[config.mk]
export PLATFORM = sky130hd
export DESIGN_NAME = uart_alu_top
export DESIGN_NICKNAME = d
export VERILOG_FILES = /design/src/rtl/uart_alu_top.sv
export SDC_FILE = /design/constraint.sdc
export NUM_CORES = 2
export LEC_CHECK = 0
export BUFFER_PORTS_ARGS = -buffer_cell sky130_fd_sc_hd__buf_4
export CELL_PAD_IN_SITES_DETAIL_PLACEMENT = 0
export CELL_PAD_IN_SITES_GLOBAL_PLACEMENT = 1
export CORE_ASPECT_RATIO = 0.5
export CORE_MARGIN = 1.5
export CORE_UTILIZATION = 51
export CTS_BUF_LIST = sky130_fd_sc_hd__clkbuf_8
export DETAILED_ROUTE_END_ITERATION = 7
export PLACE_DENSITY = 0.87
export SYNTH_ARGS = -nofsm -noshare
export SYNTH_HDL_FRONTEND = slang
export SYNTH_SLANG_ARGS = --single-unit
[constraint.sdc]
create_clock -name iClk -period 10.3 [get_ports iClk]
set_input_delay 1.03 -clock iClk [delete_from_list [all_inputs] [get_ports iClk]]
set_output_delay 1.03 -clock iClk [all_outputs]
set_load 0.02 [all_outputs]
[src/rtl/uart_alu_top.sv]
// ============================================================================
//  Module      : uart_alu_top (with local uart_rx / uart_tx)
//  Description : UART-fronted chunked multi-precision ADD/SUB engine.
//                Optional checksum byte when UART_ALU_CHKSUM_EN is defined.
//  Revision    : 1.0 - initial release
// ============================================================================
`default_nettype none

module uart_rx #(
    parameter int CLKS_PER_BIT = 16
) (
    input  logic       iClk,
    input  logic       iRst,
    input  logic       iRx,
    output logic [7:0] oData,
    output logic       oValid
);
    localparam int CW = $clog2(CLKS_PER_BIT + 1);
    localparam logic [CW-1:0] c_full = CW'(CLKS_PER_BIT - 1);
    localparam logic [CW-1:0] c_half = CW'(CLKS_PER_BIT / 2 - 1);
    localparam logic [1:0] R_IDLE = 2'd0, R_START = 2'd1, R_DATA = 2'd2, R_STOP = 2'd3;

    logic          rSync1, rSync2;
    logic [1:0]    rState;
    logic [CW-1:0] rCnt;
    logic [2:0]    rBit;

    always_ff @(posedge iClk) begin
        if (iRst) begin
            rSync1 <= 1'b1; rSync2 <= 1'b1; rState <= R_IDLE;
            rCnt   <= '0;   rBit   <= '0;   oData  <= '0; oValid <= 1'b0;
        end else begin
            rSync1 <= iRx;
            rSync2 <= rSync1;
            oValid <= 1'b0;
            case (rState)
                R_IDLE: begin
                    rCnt <= '0;
                    rBit <= '0;
                    if (!rSync2) rState <= R_START;
                end
                R_START: if (rCnt == c_half) begin
                    rCnt   <= '0;
                    rState <= rSync2 ? R_IDLE : R_DATA;  // glitch rejection
                end else rCnt <= rCnt + 1'b1;
                R_DATA: if (rCnt == c_full) begin
                    rCnt  <= '0;
                    oData <= {rSync2, oData[7:1]};
                    rBit  <= rBit + 1'b1;
                    if (rBit == 3'd7) rState <= R_STOP;
                end else rCnt <= rCnt + 1'b1;
                default: if (rCnt == c_full) begin
                    rCnt   <= '0;
                    oValid <= rSync2;
                    rState <= R_IDLE;
                end else rCnt <= rCnt + 1'b1;
            endcase
        end
    end
endmodule

module uart_tx #(
    parameter int CLKS_PER_BIT = 16
) (
    input  logic       iClk,
    input  logic       iRst,
    input  logic       iStart,
    input  logic [7:0] iData,
    output logic       oTx,
    output logic       oBusy,
    output logic       oDone
);
    localparam int CW = $clog2(CLKS_PER_BIT + 1);
    localparam logic [CW-1:0] c_full = CW'(CLKS_PER_BIT - 1);

    logic [8:0]    rShift;
    logic [CW-1:0] rCnt;
    logic [3:0]    rBitIdx;

    always_ff @(posedge iClk) begin
        if (iRst) begin
            oTx <= 1'b1; oBusy <= 1'b0; oDone <= 1'b0;
            rShift <= '1; rCnt <= '0; rBitIdx <= '0;
        end else begin
            oDone <= 1'b0;
            if (!oBusy) begin
                if (iStart) begin
                    rShift  <= {1'b1, iData};
                    oTx     <= 1'b0;
                    oBusy   <= 1'b1;
                    rCnt    <= '0;
                    rBitIdx <= '0;
                end
            end else if (rCnt == c_full) begin
                rCnt <= '0;
                if (rBitIdx == 4'd9) begin
                    oBusy <= 1'b0;
                    oDone <= 1'b1;
                end else begin
                    oTx     <= rShift[0];
                    rShift  <= {1'b1, rShift[8:1]};
                    rBitIdx <= rBitIdx + 1'b1;
                end
            end else rCnt <= rCnt + 1'b1;
        end
    end
endmodule

module uart_alu_top #(
    parameter int OPERAND_WIDTH  = 512,
    parameter int ADDER_WIDTH    = 32,
    parameter int CLK_FREQ       = 125_000_000,
    parameter int BAUD_RATE      = 115_200,
    parameter int TIMEOUT_CYCLES = 1_000_000
) (
    input  logic iClk,
    input  logic iRst,
    input  logic iRx,
    output logic oTx,
    output logic oBusy,
    output logic oFrameErr
);
    localparam int NBYTES       = OPERAND_WIDTH / 8;
    localparam int NCHUNK       = OPERAND_WIDTH / ADDER_WIDTH;
    localparam int CLKS_PER_BIT = CLK_FREQ / BAUD_RATE;
`ifdef UART_ALU_CHKSUM_EN
    localparam int CHK = 1;
`else
    localparam int CHK = 0;
`endif
    localparam int BW  = $clog2(NBYTES + 1);
    localparam int CHW = $clog2(NCHUNK + 1);
    localparam int TXW = $clog2(NBYTES + 3);
    localparam int TOW = $clog2(TIMEOUT_CYCLES + 1);
    localparam logic [BW-1:0]  c_lastByte   = BW'(NBYTES - 1);
    localparam logic [CHW-1:0] c_lastChunk  = CHW'(NCHUNK - 1);
    localparam logic [TOW-1:0] c_timeout    = TOW'(TIMEOUT_CYCLES - 1);
    localparam logic [TXW-1:0] c_txLastFull = TXW'(NBYTES + CHK);
    localparam logic [TXW-1:0] c_txLastErr  = TXW'(CHK);

    localparam logic [2:0] S_IDLE = 3'd0, S_RX_OP = 3'd1, S_RX_A = 3'd2, S_RX_B = 3'd3,
                           S_COMPUTE = 3'd4, S_TX = 3'd5, S_TX_WAIT = 3'd6;

    logic [2:0]               rState;
    logic [OPERAND_WIDTH-1:0] rA, rB;
    logic                     rSub, rCarry, rBusy, rFrameErr, rTxStart;
    logic [7:0]               rHead, rChk, rTxData;
    logic [BW-1:0]            rByteCnt;
    logic [CHW-1:0]           rChunk;
    logic [TOW-1:0]           rTout;
    logic [TXW-1:0]           rTxCnt, rTxLast;

    logic [7:0]               wRxData, wTxByte;
    logic                     wRxValid, wTxBusy, wTxDone;
    logic [ADDER_WIDTH-1:0]   wBChunk;
    logic [ADDER_WIDTH:0]     wSum;

    uart_rx #(.CLKS_PER_BIT(CLKS_PER_BIT)) uRx (
        .iClk(iClk), .iRst(iRst), .iRx(iRx), .oData(wRxData), .oValid(wRxValid));
    uart_tx #(.CLKS_PER_BIT(CLKS_PER_BIT)) uTx (
        .iClk(iClk), .iRst(iRst), .iStart(rTxStart), .iData(rTxData),
        .oTx(oTx), .oBusy(wTxBusy), .oDone(wTxDone));

    // Operands rotate right one chunk per cycle; sums enter at the top so the
    // result ends up in rA in natural bit order after the last chunk.
    always_comb begin
        wBChunk = rSub ? ~rB[ADDER_WIDTH-1:0] : rB[ADDER_WIDTH-1:0];
        wSum    = {1'b0, rA[ADDER_WIDTH-1:0]} + {1'b0, wBChunk} + {{ADDER_WIDTH{1'b0}}, rCarry};
        wTxByte = rA[OPERAND_WIDTH-1 -: 8];
        if (rTxCnt == '0)                           wTxByte = rHead;
        else if (CHK != 0 && rTxCnt == rTxLast)     wTxByte = rChk;
    end

    always_ff @(posedge iClk) begin
        if (iRst) begin
            rState <= S_IDLE; rA <= '0; rB <= '0; rSub <= 1'b0; rCarry <= 1'b0;
            rBusy <= 1'b0; rFrameErr <= 1'b0; rTxStart <= 1'b0; rHead <= '0;
            rChk <= '0; rTxData <= '0; rByteCnt <= '0; rChunk <= '0; rTout <= '0;
            rTxCnt <= '0; rTxLast <= '0;
        end else begin
            rTxStart  <= 1'b0;
            rFrameErr <= 1'b0;
            case (rState)
                S_IDLE: begin
                    rBusy  <= 1'b0;
                    rState <= S_RX_OP;
                end
                S_RX_OP: if (wRxValid) begin
                    rBusy    <= 1'b1;
                    rByteCnt <= '0;
                    rTout    <= '0;
                    if (wRxData == 8'h01 || wRxData == 8'h02) begin
                        rSub   <= (wRxData == 8'h02);
                        rState <= S_RX_A;
                    end else begin
                        rFrameErr <= 1'b1;
                        rHead     <= 8'hEE;
                        rTxCnt    <= '0;
                        rTxLast   <= c_txLastErr;
                        rChk      <= '0;
                        rState    <= S_TX;
                    end
                end
                S_RX_A, S_RX_B: if (wRxValid) begin
                    rTout    <= '0;
                    rByteCnt <= rByteCnt + 1'b1;
                    if (rState == S_RX_A) rA <= {rA[OPERAND_WIDTH-9:0], wRxData};
                    else                  rB <= {rB[OPERAND_WIDTH-9:0], wRxData};
                    if (rByteCnt == c_lastByte) begin
                        rByteCnt <= '0;
                        if (rState == S_RX_A) rState <= S_RX_B;
                        else begin
                            rState <= S_COMPUTE;
                            rChunk <= '0;
                            rCarry <= rSub;
                        end
                    end
                end else if (rTout == c_timeout) begin
                    rFrameErr <= 1'b1;
                    rBusy     <= 1'b0;
                    rState    <= S_IDLE;
                end else rTout <= rTout + 1'b1;
                S_COMPUTE: begin
                    rA     <= {wSum[ADDER_WIDTH-1:0], rA[OPERAND_WIDTH-1:ADDER_WIDTH]};
                    rB     <= rB >> ADDER_WIDTH;
                    rCarry <= wSum[ADDER_WIDTH];
                    rChunk <= rChunk + 1'b1;
                    if (rChunk == c_lastChunk) begin
                        rHead   <= {7'b0, rSub ? ~wSum[ADDER_WIDTH] : wSum[ADDER_WIDTH]};
                        rTxCnt  <= '0;
                        rTxLast <= c_txLastFull;
                        rChk    <= '0;
                        rState  <= S_TX;
                    end
                end
                S_TX: if (!wTxBusy) begin
                    rTxStart <= 1'b1;
                    rTxData  <= wTxByte;
                    rChk     <= rChk ^ wTxByte;
                    if (rTxCnt != '0) rA <= rA << 8;
                    rState   <= S_TX_WAIT;
                end
                S_TX_WAIT: if (wTxDone) begin
                    if (rTxCnt == rTxLast) begin
                        rBusy  <= 1'b0;
                        rState <= S_IDLE;
                    end else begin
                        rTxCnt <= rTxCnt + 1'b1;
                        rState <= S_TX;
                    end
                end
                default: rState <= S_IDLE;
            endcase
        end
    end

    assign oBusy     = rBusy;
    assign oFrameErr = rFrameErr;
endmodule

`default_nettype wire

==> run_results.csv <==
group,metric,value,unit
critical_path,worstSetupStartpointType,"flip-flop",
floorplan,die_h,225.3,microns
synth,synth.distinct_cells,69,
detailed_routing,drtIter0Drc,3911,
timing,finalCritPeriodShare,46.86,%
clocking,cts_resized,0,
power,p_sw,6.499,mW
critical_path,criticalPathCategory,"reg2reg",
detailed_routing,viasPerCell,5.748,
synth,async_flop_share,0,%
finish,multi_input_area,0.02508,sq mm
finish,drive_above_1_share,4.658,%
detailed_routing,vias,43680,
timing,fmax,0.2072,GHz
detailed_routing,drc,0,
clocking,clk_pin_slew,0.06,ns
timing,fin_setup_tns,0,ns
run_status,outcome,"complete, no violations",
critical_path,crit_family,"buffers and inverters",
global_routing,grt_start_max_net_pins,263,
synth,syn_area,0.05042,sq mm
detailed_routing,avgRoutedWirePerCell,15.14,microns
clocking,cts_tree,"built",
global_routing,gr-total-overflow,0,
floorplan,coreArea,0.09780,sq mm
power,seq_power_share,44.5,%
clocking,postCtsHoldBufs,0,
timing,fin_skew,0.03105,ns
power,power.ir.vdd_worst,0.0002227,V
critical_path,r2r_cells,8,
finish,seq_area,0.02272,sq mm
power,p_comb_share,33.4,%
global_routing,grt_pass1_wl,192700,microns
critical_path,critPathArrivalTime,5.57,ns
timing,rsz0062_at_grt,"false",
timing,slew_viol_final,0,
place,gp_congestion,0.9011,
clocking,cts_buffer_depth,3,
place,dp.cells,7323,
floorplan,initial_utilization,51.55,%
critical_path,cp_num_buf_inv,2,
timing,slew_headroom,19.73,%
critical_path,slowest_stage,"buf_4",
power,p_sw_share,40.15,%
critical_path,required,11.04,ns
detailed_routing,wl,115000,microns
job,cap_viol_max_count,0,
detailed_routing,detail-route-antenna-nets,0,
finish,fin_area,0.05327,sq mm
clocking,clkLatencyLatePin,0.86,ns
floorplan,num_rows,81,
floorplan,die_area,0.1009,sq mm
critical_path,crit_cells,8,
global_routing,grt_pass1_vias,39010,
critical_path,critPathMaxFanout,112,
synth,yosys_warnings,0,
clocking,post_cts_buffers,0,
clocking,cts_root_buf,"clkbuf_8",
place,placed_area,0.05005,sq mm
finish,fin_nets,6213,
synth,synth-edff-count,0,
place,dpl.hpwl,67430,microns
synth,synthCells,6547,
place,port_buffers,5,
critical_path,cp_cell_sequence,"and2b_1 > nand2_1 > a21oi_1 > a21o_4 > buf_4 > buf_4 > nor2_1 > a311oi_1",
floorplan,num_io_pins,6,
detailed_routing,drtPass1Iterations,6,
power,power_frac_clock,22.1,%
finish,num-fill-cells,9337,
synth,seq_area_frac_synth,45.07,%
clocking,cts_max_level,4,
finish,syn_to_final_growth,5.663,%
power,power_leakage,15.73,nW
finish,final_cells,7599,
synth,synthFlopType,"dfxtp_1",
clocking,clock_sinks,1135,
synth,ys_seq_elements,1135,
global_routing,antenna_found_initial,2,
hold_path,min_path_cells,2,
timing,fin_crit,4.826,ns
timing,finalHoldViolations,0,
timing,finalSetupViolations,0,
timing,worstMarginPinSlew,1.204,ns
critical_path,endpoint_kind,"flip-flop",
floorplan,die_w,447.7,microns
clocking,cts_inserted_buffers,164,
hold_path,hp-class,"in2reg",
global_routing,grt_usage,22.17,%
critical_path,cpPeakStageDelay,0.92,ns
synth,syn_area_per_cell,7.701,sq um
critical_path,critPathMostFrequentCell,"buf_4",
synth,synth_nets,6599,
power,p_per_area,303.9,mW/mm^2
power,internal_power,9.689,mW
## power groups by stage
stage                     Combinational [mW]  Clock, mW  Sequential [mW]
after floorplan                         4.67          0             6.83
after global placement                  5.24          0             7.23
after detailed placement                5.41          0             7.27
after CTS                               5.43       3.70             7.18
after global routing                    6.21       3.88             7.41
final                                   5.41       3.58             7.20
## logic make-up after synthesis
logic type / count (synthesis) / synth area share, %
AO/OA/AOI/OAI: 1290 / 20.86
multiplexers: 20 / 0.4045
adder cells (fa/ha/maj): 49 / 1.246
buffers and inverters: 629 / 5.254
AND/OR/NAND/NOR: 3336 / 25.64
XOR/XNOR: 88 / 1.529
flip-flops: 1135 / 45.07
## layout make-up
type	instances	share of cell area (%)
Multi-Input combinational cell	4783	47.08
Timing Repair Buffer	47	0.8878
Clock inverter	68	0.7210
Antenna cell	2	0.009395
Sequential cell	1135	42.65
Clock buffer	206	5.322
Inverter	30	0.2114
Tap cell	1328	3.119
## state kept, by name, summed over array words and instances, names as in the netlist, 4 cells and up
name,flops
rA,512
rB,512
rByteCnt,7
rChunk,5
rTout,20
rTxCnt,7
rTxData,8
uRx.oData,8
uRx.rCnt,11
uTx.rBitIdx,4
uTx.rCnt,11
uTx.rShift,8
## layout by cell type, fill, tap and decap left out, types with 5 or more instances in the layout
cell type,netlist,routed
o211ai_1,9,9
xnor2_1,25,25
o21ai_0,56,56
nor3_1,21,21
a211oi_1,16,16
buf_12,0,9
inv_1,30,83
clkinv_2,0,7
a21o_1,14,13
mux2i_1,17,17
dfxtp_1,1135,1134
or3_1,9,8
and2_1,8,8
xor2_1,63,63
ha_1,47,47
o21a_1,7,7
o31ai_1,5,5
or2_2,5,5
a22oi_1,15,15
nor2b_1,9,9
o211a_1,6,6
a21oi_1,126,125
o22ai_1,6,6
o221ai_1,6,6
a311oi_1,965,965
nor2_1,1108,1107
nand3b_1,5,5
nand4_1,21,21
nand3_1,44,44
nand2b_1,8,8
nand2_1,2057,2056
nor4_1,7,7
clkbuf_8,0,206
a31oi_1,11,11
and3_1,18,18
a221oi_1,12,12
buf_4,2,37
## metal layers
metal	share of wire, %	track usage, %	vias up
li1	-	-	22110
met1	51	32.95	20670
met2	43	32.50	766
met3	4.9	3.968	134
met4	1.5	6.463	0
met5	0	0	-
## path summary, 6_finish.rpt
path                               start                     to  slack, ns
setup / recovery  rState[1]$_SDFFE_PP0P_   rA[305]$_SDFFE_PP0P_       5.47
hold / removal                       iRx  uRx.rSync1$_SDFF_PP1_       0.37
setup reg to reg  rState[1]$_SDFFE_PP0P_   rA[305]$_SDFFE_PP0P_       5.47
hold reg to reg     rB[494]$_SDFFE_PP0P_   rB[502]$_SDFFE_PP0P_       0.46
## worst register-to-register path, delay by kind of cell (launching register included)
| kind | cells | cell delay, ns |
|---|---|---|
| buf+inv | 2 | 1.92 |
| compound gates | 3 | 1.36 |
| flops | 1 | 0.79 |
| simple gates | 3 | 0.66 |
## per-stage QoR
step                hold slack [ns]  worst slack, ns  power (mW)  utilization, %
floorplan                    0.3895            6.962       11.50               -
global placement             0.4420            5.736       12.46           51.18
detailed placement           0.4525            5.554       12.68           51.18
CTS                          0.2766            5.561       16.31           54.47
global route                 0.3416            4.999       17.51           54.47
finish                       0.3717            5.474       16.19           54.47
## Yosys cell counts (all sizes together) (25+ instances only)
cell type     n  area share (%)
dfxtp      1135              45
clkbuf      368             2.7
nor2       1108             8.2
ha           47             1.2
buf         231             2.3
a21oi       127             1.3
xnor2        25            0.43
o21ai        56            0.56
xor2         63             1.1
nand3        44            0.44
nand2      2057              15
inv          30            0.22
a311oi      966              17
Note: power is estimated with default switching activity, not from simulation.
